[src/rtl/ddr_cmd_decoder.sv]
// ----------------------------------------------------------------------------
// ddr_cmd_decoder
//   Memory-side receiver for the DDR4 command/address bus. On every rising edge
//   of clock_t the command pins are decoded into a registered command record.
//   Per-bank timing state (tRCD / tRP / tRAS) is tracked so that protocol
//   violations can be flagged as one-cycle pulses with a saturating count.
//
// Ports
//   clock_t, reset_n        : memory clock, asynchronous active-low reset
//   cke                     : clock enable; 0 ignores the pins (timers still run)
//   cs_n, act_n, ras_n_a16,
//   cas_n_a15, we_n_a14     : command pins (ras/cas/we double as row bits on ACT)
//   addr17 .. addr9_0       : address pins
//   bg_addr, ba_addr        : bank group / bank
//   cmd_*                   : registered command record, one cycle after sampling
//   bank_open               : per-bank, 1 while ACTIVATING or ACTIVE
//   err_valid/err_code      : one-cycle violation pulse and its cause
//   err_count               : saturating violation count
// ----------------------------------------------------------------------------

// Per-bank state machine with a state-entry cycle counter and an ACT-to-now
// (ras) counter. The "met" outputs describe what a command sampled on the
// coming edge is allowed to do, so a command arriving exactly on the edge where
// a timer expires is treated as legal.
module ddr_bank_fsm #(
    parameter int T_RCD = 11,
    parameter int T_RP  = 11,
    parameter int T_RAS = 28
) (
    input  logic clock_t,
    input  logic reset_n,
    input  logic act_go,     // accepted ACT to this bank
    input  logic pre_go,     // accepted precharge (PRE, PREA, RD/WR+AP)
    output logic is_open,    // ACTIVATING or ACTIVE
    output logic eff_idle,   // ACT allowed on this edge
    output logic rcd_met,    // RD/WR allowed on this edge
    output logic ras_met     // PRE allowed on this edge (when open)
);
    typedef enum logic [1:0] {
        B_IDLE, B_ACTIVATING, B_ACTIVE, B_PRECHARGING
    } bank_state_e;

    // Counter value seen on the edge that is N cycles after the entry edge.
    localparam logic [7:0] RCD_LAST = 8'(T_RCD - 1);
    localparam logic [7:0] RP_LAST  = 8'(T_RP - 1);
    localparam logic [7:0] RAS_LAST = 8'(T_RAS - 1);

    bank_state_e state_q, state_d;
    logic [7:0]  cnt_q, cnt_d;
    logic [7:0]  ras_q, ras_d;

    always_comb begin
        state_d = state_q;
        cnt_d   = (cnt_q == 8'hFF) ? cnt_q : cnt_q + 8'd1;
        ras_d   = (ras_q == 8'hFF) ? ras_q : ras_q + 8'd1;
        if (act_go) ras_d = 8'd0;
        case (state_q)
            B_IDLE: begin
                if (act_go) begin
                    state_d = B_ACTIVATING;
                    cnt_d   = 8'd0;
                end
            end
            B_ACTIVATING: begin
                if (pre_go) begin
                    state_d = B_PRECHARGING;
                    cnt_d   = 8'd0;
                end else if (cnt_q >= RCD_LAST) begin
                    state_d = B_ACTIVE;
                    cnt_d   = 8'd0;
                end
            end
            B_ACTIVE: begin
                if (pre_go) begin
                    state_d = B_PRECHARGING;
                    cnt_d   = 8'd0;
                end
            end
            B_PRECHARGING: begin
                // ACT on the tRP expiry edge goes straight to ACTIVATING.
                if (act_go) begin
                    state_d = B_ACTIVATING;
                    cnt_d   = 8'd0;
                end else if (cnt_q >= RP_LAST) begin
                    state_d = B_IDLE;
                    cnt_d   = 8'd0;
                end
            end
            default: begin
                state_d = B_IDLE;
                cnt_d   = 8'd0;
            end
        endcase
    end

    always_ff @(posedge clock_t or negedge reset_n) begin
        if (!reset_n) begin
            state_q <= B_IDLE;
            cnt_q   <= 8'd0;
            ras_q   <= 8'd0;
        end else begin
            state_q <= state_d;
            cnt_q   <= cnt_d;
            ras_q   <= ras_d;
        end
    end

    assign is_open  = (state_q == B_ACTIVATING) || (state_q == B_ACTIVE);
    assign eff_idle = (state_q == B_IDLE) ||
                      ((state_q == B_PRECHARGING) && (cnt_q >= RP_LAST));
    assign rcd_met  = (state_q == B_ACTIVE) ||
                      ((state_q == B_ACTIVATING) && (cnt_q >= RCD_LAST));
    assign ras_met  = (ras_q >= RAS_LAST);
endmodule

module ddr_cmd_decoder #(
    parameter int BG_WIDTH = 2,
    parameter int BA_WIDTH = 2,
    parameter int T_RCD    = 11,
    parameter int T_RP     = 11,
    parameter int T_RAS    = 28,
    localparam int BANK_W    = BG_WIDTH + BA_WIDTH,
    localparam int NUM_BANKS = 2 ** BANK_W
) (
    input  logic                 clock_t,
    input  logic                 reset_n,
    input  logic                 cke,
    input  logic                 cs_n,
    input  logic                 act_n,
    input  logic                 ras_n_a16,
    input  logic                 cas_n_a15,
    input  logic                 we_n_a14,
    input  logic                 addr17,
    input  logic                 addr13,
    input  logic                 bc_n_a12,
    input  logic                 addr11,
    input  logic                 ap_a10,
    input  logic [9:0]           addr9_0,
    input  logic [BG_WIDTH-1:0]  bg_addr,
    input  logic [BA_WIDTH-1:0]  ba_addr,
    output logic                 cmd_valid,
    output logic [3:0]           cmd_code,
    output logic [BANK_W-1:0]    cmd_bank,
    output logic [17:0]          cmd_row,
    output logic [9:0]           cmd_col,
    output logic                 cmd_ap,
    output logic                 cmd_bc_n,
    output logic [NUM_BANKS-1:0] bank_open,
    output logic                 err_valid,
    output logic [2:0]           err_code,
    output logic [7:0]           err_count
);
    typedef enum logic [3:0] {
        CMD_DES  = 4'd0, CMD_NOP = 4'd1, CMD_ACT = 4'd2, CMD_RD  = 4'd3,
        CMD_WR   = 4'd4, CMD_PRE = 4'd5, CMD_PREA = 4'd6, CMD_REF = 4'd7,
        CMD_MRS  = 4'd8, CMD_ZQC = 4'd9, CMD_RFU = 4'd15
    } cmd_e;

    localparam logic [2:0] ERR_ACT_NOT_IDLE  = 3'd1;
    localparam logic [2:0] ERR_RDWR_NOT_OPEN = 3'd2;
    localparam logic [2:0] ERR_RDWR_TRCD     = 3'd3;
    localparam logic [2:0] ERR_ACT_TRP       = 3'd4;
    localparam logic [2:0] ERR_PRE_TRAS      = 3'd5;
    localparam logic [2:0] ERR_REF_NOT_IDLE  = 3'd6;
    localparam logic [2:0] ERR_RFU_CMD       = 3'd7;

    cmd_e                 dec;
    logic [BANK_W-1:0]    sel;
    logic [NUM_BANKS-1:0] sel_oh;
    logic [NUM_BANKS-1:0] b_open, b_idle, b_rcd, b_ras;
    logic [NUM_BANKS-1:0] act_go, pre_go;
    logic                 err_det;
    logic [2:0]           err_cd;

    logic                 cmd_valid_q, cmd_valid_d;
    logic [3:0]           cmd_code_q, cmd_code_d;
    logic [BANK_W-1:0]    cmd_bank_q, cmd_bank_d;
    logic [17:0]          cmd_row_q, cmd_row_d;
    logic [9:0]           cmd_col_q, cmd_col_d;
    logic                 cmd_ap_q, cmd_ap_d;
    logic                 cmd_bc_n_q, cmd_bc_n_d;
    logic                 err_valid_q, err_valid_d;
    logic [2:0]           err_code_q, err_code_d;
    logic [7:0]           err_count_q, err_count_d;

    assign sel    = {bg_addr, ba_addr};
    assign sel_oh = {{(NUM_BANKS-1){1'b0}}, 1'b1} << sel;

    // Command truth table; ras/cas/we are raw (active-low) pin levels.
    always_comb begin
        dec = CMD_DES;
        if (!cke || cs_n) begin
            dec = CMD_DES;
        end else if (!act_n) begin
            dec = CMD_ACT;
        end else begin
            case ({ras_n_a16, cas_n_a15, we_n_a14})
                3'b000: dec = CMD_MRS;
                3'b001: dec = CMD_REF;
                3'b010: dec = ap_a10 ? CMD_PREA : CMD_PRE;
                3'b011: dec = CMD_RFU;
                3'b100: dec = CMD_WR;
                3'b101: dec = CMD_RD;
                3'b110: dec = CMD_ZQC;
                3'b111: dec = CMD_NOP;
            endcase
        end
    end

    // Exactly one command per cycle, so at most one check can fire.
    always_comb begin
        err_det = 1'b0;
        err_cd  = 3'd0;
        case (dec)
            CMD_ACT: if (!b_idle[sel]) begin
                err_det = 1'b1;
                err_cd  = b_open[sel] ? ERR_ACT_NOT_IDLE : ERR_ACT_TRP;
            end
            CMD_RD, CMD_WR: if (!b_rcd[sel]) begin
                err_det = 1'b1;
                err_cd  = b_open[sel] ? ERR_RDWR_TRCD : ERR_RDWR_NOT_OPEN;
            end
            CMD_PRE: if (b_open[sel] && !b_ras[sel]) begin
                err_det = 1'b1;
                err_cd  = ERR_PRE_TRAS;
            end
            CMD_PREA: if (|(b_open & ~b_ras)) begin
                err_det = 1'b1;
                err_cd  = ERR_PRE_TRAS;
            end
            CMD_REF: if (!(&b_idle)) begin
                err_det = 1'b1;
                err_cd  = ERR_REF_NOT_IDLE;
            end
            CMD_RFU: begin
                err_det = 1'b1;
                err_cd  = ERR_RFU_CMD;
            end
            default: ;
        endcase
    end

    // Illegal commands leave bank state untouched.
    always_comb begin
        act_go = '0;
        pre_go = '0;
        if (!err_det) begin
            case (dec)
                CMD_ACT:        act_go = sel_oh;
                CMD_PRE:        pre_go = sel_oh & b_open;
                CMD_PREA:       pre_go = b_open;
                CMD_RD, CMD_WR: pre_go = ap_a10 ? sel_oh : '0;
                default: ;
            endcase
        end
    end

    for (genvar i = 0; i < NUM_BANKS; i++) begin : g_bank
        ddr_bank_fsm #(.T_RCD(T_RCD), .T_RP(T_RP), .T_RAS(T_RAS)) u_bank (
            .clock_t  (clock_t),
            .reset_n  (reset_n),
            .act_go   (act_go[i]),
            .pre_go   (pre_go[i]),
            .is_open  (b_open[i]),
            .eff_idle (b_idle[i]),
            .rcd_met  (b_rcd[i]),
            .ras_met  (b_ras[i])
        );
    end

    always_comb begin
        cmd_valid_d = (dec != CMD_DES);
        cmd_code_d  = dec;
        cmd_bank_d  = cmd_bank_q;
        cmd_row_d   = cmd_row_q;
        cmd_col_d   = cmd_col_q;
        cmd_ap_d    = cmd_ap_q;
        cmd_bc_n_d  = cmd_bc_n_q;
        case (dec)
            CMD_ACT: begin
                cmd_bank_d = sel;
                cmd_row_d  = {addr17, ras_n_a16, cas_n_a15, we_n_a14, addr13,
                              bc_n_a12, addr11, ap_a10, addr9_0};
            end
            CMD_RD, CMD_WR: begin
                cmd_bank_d = sel;
                cmd_col_d  = addr9_0;
                cmd_ap_d   = ap_a10;
                cmd_bc_n_d = bc_n_a12;
            end
            CMD_PRE, CMD_PREA: cmd_bank_d = sel;
            default: ;
        endcase
        err_valid_d = err_det;
        err_code_d  = err_det ? err_cd : 3'd0;
        err_count_d = (err_det && err_count_q != 8'hFF) ? err_count_q + 8'd1
                                                        : err_count_q;
    end

    always_ff @(posedge clock_t or negedge reset_n) begin
        if (!reset_n) begin
            cmd_valid_q <= 1'b0;
            cmd_code_q  <= CMD_DES;
            cmd_bank_q  <= '0;
            cmd_row_q   <= '0;
            cmd_col_q   <= '0;
            cmd_ap_q    <= 1'b0;
            cmd_bc_n_q  <= 1'b0;
            err_valid_q <= 1'b0;
            err_code_q  <= 3'd0;
            err_count_q <= 8'd0;
        end else begin
            cmd_valid_q <= cmd_valid_d;
            cmd_code_q  <= cmd_code_d;
            cmd_bank_q  <= cmd_bank_d;
            cmd_row_q   <= cmd_row_d;
            cmd_col_q   <= cmd_col_d;
            cmd_ap_q    <= cmd_ap_d;
            cmd_bc_n_q  <= cmd_bc_n_d;
            err_valid_q <= err_valid_d;
            err_code_q  <= err_code_d;
            err_count_q <= err_count_d;
        end
    end

    assign cmd_valid = cmd_valid_q;
    assign cmd_code  = cmd_code_q;
    assign cmd_bank  = cmd_bank_q;
    assign cmd_row   = cmd_row_q;
    assign cmd_col   = cmd_col_q;
    assign cmd_ap    = cmd_ap_q;
    assign cmd_bc_n  = cmd_bc_n_q;
    assign bank_open = b_open;
    assign err_valid = err_valid_q;
    assign err_code  = err_code_q;
    assign err_count = err_count_q;
endmodule

[config.mk]
export PLATFORM = sky130hd
export DESIGN_NAME = ddr_cmd_decoder
export DESIGN_NICKNAME = d
export VERILOG_FILES = /design/src/rtl/ddr_cmd_decoder.sv
export SDC_FILE = /design/constraint.sdc
export NUM_CORES = 1
export LEC_CHECK = 0
export CORE_AREA = 3 3 221 223
export DETAILED_ROUTE_END_ITERATION = 12
export DIE_AREA = 0 0 224 226
export DONT_BUFFER_PORTS = 1
export SLEW_MARGIN = 20
export SYNTH_ARGS = -nofsm -noshare
export SYNTH_HDL_FRONTEND = slang
export SYNTH_SLANG_ARGS = --single-unit
[constraint.sdc]
create_clock -name clock_t -period 6.8 [get_ports clock_t]
set_input_delay 1.7 -clock clock_t [delete_from_list [all_inputs] [get_ports clock_t]]
set_output_delay 1.7 -clock clock_t [all_outputs]
set_load 0.03 [all_outputs]
==> results.cfg <==
[detailed_routing]
wl_per_cell_um = 17.5
drt_iter0_markers = 1203
final_antenna_net_count = 0
dr.pass1.iters = 6
wirelength_mm = 49.0
via_per_inst = 5.71
drc = 0
vias = 16020

[sta]
worstMarginPinSlew_ps = 948
drv_slew = 0
fin_crit_ps = 4550
finalSetupViolCount = 0
rsz0062_at_grt = no
max_slew_margin = 0.366
layout_worst_path_cycle_share = 0.669
fin_skew_ps = 20.7
tns_ps = 0
fmax_mhz = 220
finalHoldViolations = 0

[worst_setup_path]
cp.required_ps = 7230
reg2reg_from = g_bank[6].u_bank.state_q[0]
crit_fanout = 32
reg2reg_to = g_bank[11].u_bank.state_q[0]
endpoint_kind = flip-flop
critPathLaunchType = input port
r2r_cells = 10
r2r_setup_slack_ps = 2610
critPathKind = input port to flip-flop
crit_arrival_ps = 4980

[global_route]
grtUsageTotal = 0.192
grt_pass1_vias = 15305
grt_pass1_wl_mm = 79.4
grt-ovfl-total = 0
antenna_found_initial = 0
grt_max_degree = 340

[clocking]
clk_latency_ps = 560
cts_tree = done
cts_made_buffers = 40
clk_path_buf_depth = 3
clockRootBuffer = clkbuf_16
postCtsSetupRepairBufs = 0
ctsHtreeMaxLevel = 2
cts_hold_buf = 0
cts_resized = 0
clk_pin_slew_ps = 60
clock-sinks = 339

[floorplan]
dieWidth_um = 224
die-area_um2 = 50600
die_y_um = 226
coreArea_um2 = 46800
rows = 79
io_pins = 94
initial_core_util = 0.422

[synth]
synth.top_cell.area_share = 0.430
synth.largest_area_cell = dfrtp_1
yosysWarningCount = 0
synth_cell_types = 81
async_flop_share = 1.00
synthCells = 2183
syn_nets = 2323
synth_area_leaders = dfrtp_1 43%, ha_1 7.2%, nor2_1 5.8%, nand3_1 4.5%, nand2_1 3.6%
postSynthAreaPerCell_um2 = 9.04
synth_ff_type = dfrtp_1
syn_area_um2 = 19700
ys_ff_latch = 339
synth_edf_count = 0
yosysMostFrequentCell = dfrtp_1
synth.yosys.seq_area_share = 0.430
synth_commonest_cells = 339 x dfrtp_1, 305 x nor2_1, 191 x nand2_1

[pwr]
powerDensity_nw_per_um2 = 446
total_power_mw = 9.60
leakage_nw = 9.38
irDropWorstVdd_mv = 0.188

[final_layout]
area.growth.synth_to_final_pct = 9.08
drive_gt1_frac = 0.0637
nNetsFinal = 2315
antenna_cells = 0

[job]
drv_cap = 0

[placement]
port_buffers = 0
gp_congestion = 0.903
dp_hpwl_mm = 35.3

[hold_path]
hold_class = flip-flop to flip-flop
holdPathEnd = g_bank[6].u_bank.cnt_q[6]
hold_depth = 1
hold_path.startpoint = g_bank[6].u_bank.cnt_q[6]

[run_status]
status = complete, no violations
-- worst max-delay path, stage by stage --
cell and delay, ps:
nand2b_1 540, nor2_1 130, a211o_1 320, o31ai_1 400, o32ai_2 190, nor3_4 570
buf_4 330, a31oi_1 150, nor2_4 290, mux2_1 350
-- layout make-up --
class	count	area, um^2
Tap cell	607	759
Fill cell	4483	25200
Timing Repair Buffer	7	52.6
Inverter	88	330
Multi-Input combinational cell	1699	10600
Sequential cell	339	8480
Clock inverter	10	178
Clock buffer	54	1120
-- how the worst max path moves through the flow --
stage                     startpoint                            to  slack (ps)  depth (start not counted)
final                     ba_addr[0]  g_bank[11].u_bank.state_q[0]        2250                         10
after global routing      ba_addr[0]     g_bank[3].u_bank.cnt_q[3]        2080                         10
after CTS                 ba_addr[0]  g_bank[11].u_bank.state_q[0]        2370                         10
after detailed placement  ba_addr[0]  g_bank[11].u_bank.state_q[0]        1780                         10
after global placement    ba_addr[0]  g_bank[11].u_bank.state_q[0]        1880                         10
after floorplan           ba_addr[0]  g_bank[11].u_bank.state_q[0]        2600                         12
-- stage by stage --
step | std cells | utilization | area, um^2 | hold WS [ps] | worst slack (ps)
floorplan | 2183 | - | 19700 | 483 | 2600
global placement | 2740 | 0.433 | 20200 | 513 | 1880
detailed placement | 2740 | 0.433 | 20200 | 520 | 1780
CTS | 2804 | 0.461 | 21500 | 535 | 2370
global route | 2804 | 0.461 | 21500 | 565 | 2080
finish | 2804 | 0.461 | 21500 | 533 | 2250
-- cells by family (layout without fill, tap and decap cells) --
logic type / Yosys count / count (layout) / share of synthesized area
AND/OR/NAND/NOR: 1018 / 1018 / 0.248
AO/OA/AOI/OAI: 397 / 397 / 0.131
flip-flops: 339 / 339 / 0.430
buffers and inverters: 145 / 159 / 0.0330
adder cells (fa/ha/maj): 113 / 113 / 0.0716
XOR/XNOR: 98 / 98 / 0.0435
multiplexers: 73 / 73 / 0.0431
-- cells in the final DEF (no fill, tap or decap), types with 8 or more instances in the layout --
cell type	netlist	routed
nand3_1	178	178
o31ai_1	22	22
ha_1	113	113
o21ai_0	120	120
nor3_1	106	106
inv_1	88	88
clkbuf_1	17	8
nor4_1	24	24
a31oi_1	26	26
and2_1	22	22
o2111ai_1	8	8
nand2_1	191	191
xnor2_1	46	46
a211oi_1	38	38
nand2b_1	22	22
o211ai_1	18	18
mux2i_1	31	31
and3_1	76	76
mux2_2	35	35
nand4_1	36	36
nand3b_1	14	14
a21oi_1	70	70
a21boi_0	12	12
nor2_1	305	305
dfrtp_1	339	339
clkbuf_16	0	41
xor2_1	52	52
a311oi_1	10	10
-- metal layers --
layer	up-vias	wire length [um]	global-route usage
li1	7795	-	-
met1	7755	22100	0.258
met2	374	22000	0.301
met3	96	3330	0.0474
met4	0	1560	0.0739
met5	-	0	0
-- flip-flops by register name, summed over array words and instances (netlist names) --
signal,flops
err_code,3
cmd_valid,1
cmd_bank,4
cmd_row,18
cmd_col,10
cmd_bc_n,1
g_bank.u_bank.ras_q,128
cmd_ap,1
err_count,8
err_valid,1
g_bank.u_bank.cnt_q,128
cmd_code,4
g_bank.u_bank.state_q,32
-- power by group --
part / switching (mW) / internal, mW / total, mW
sequential: 0.885 / 2.73 / 3.61
clock: 0.828 / 1.34 / 2.17
combinational: 2.32 / 1.50 / 3.82
total: 4.04 / 5.56 / 9.60
No activity file was read; power rests on OpenSTA's default activity.
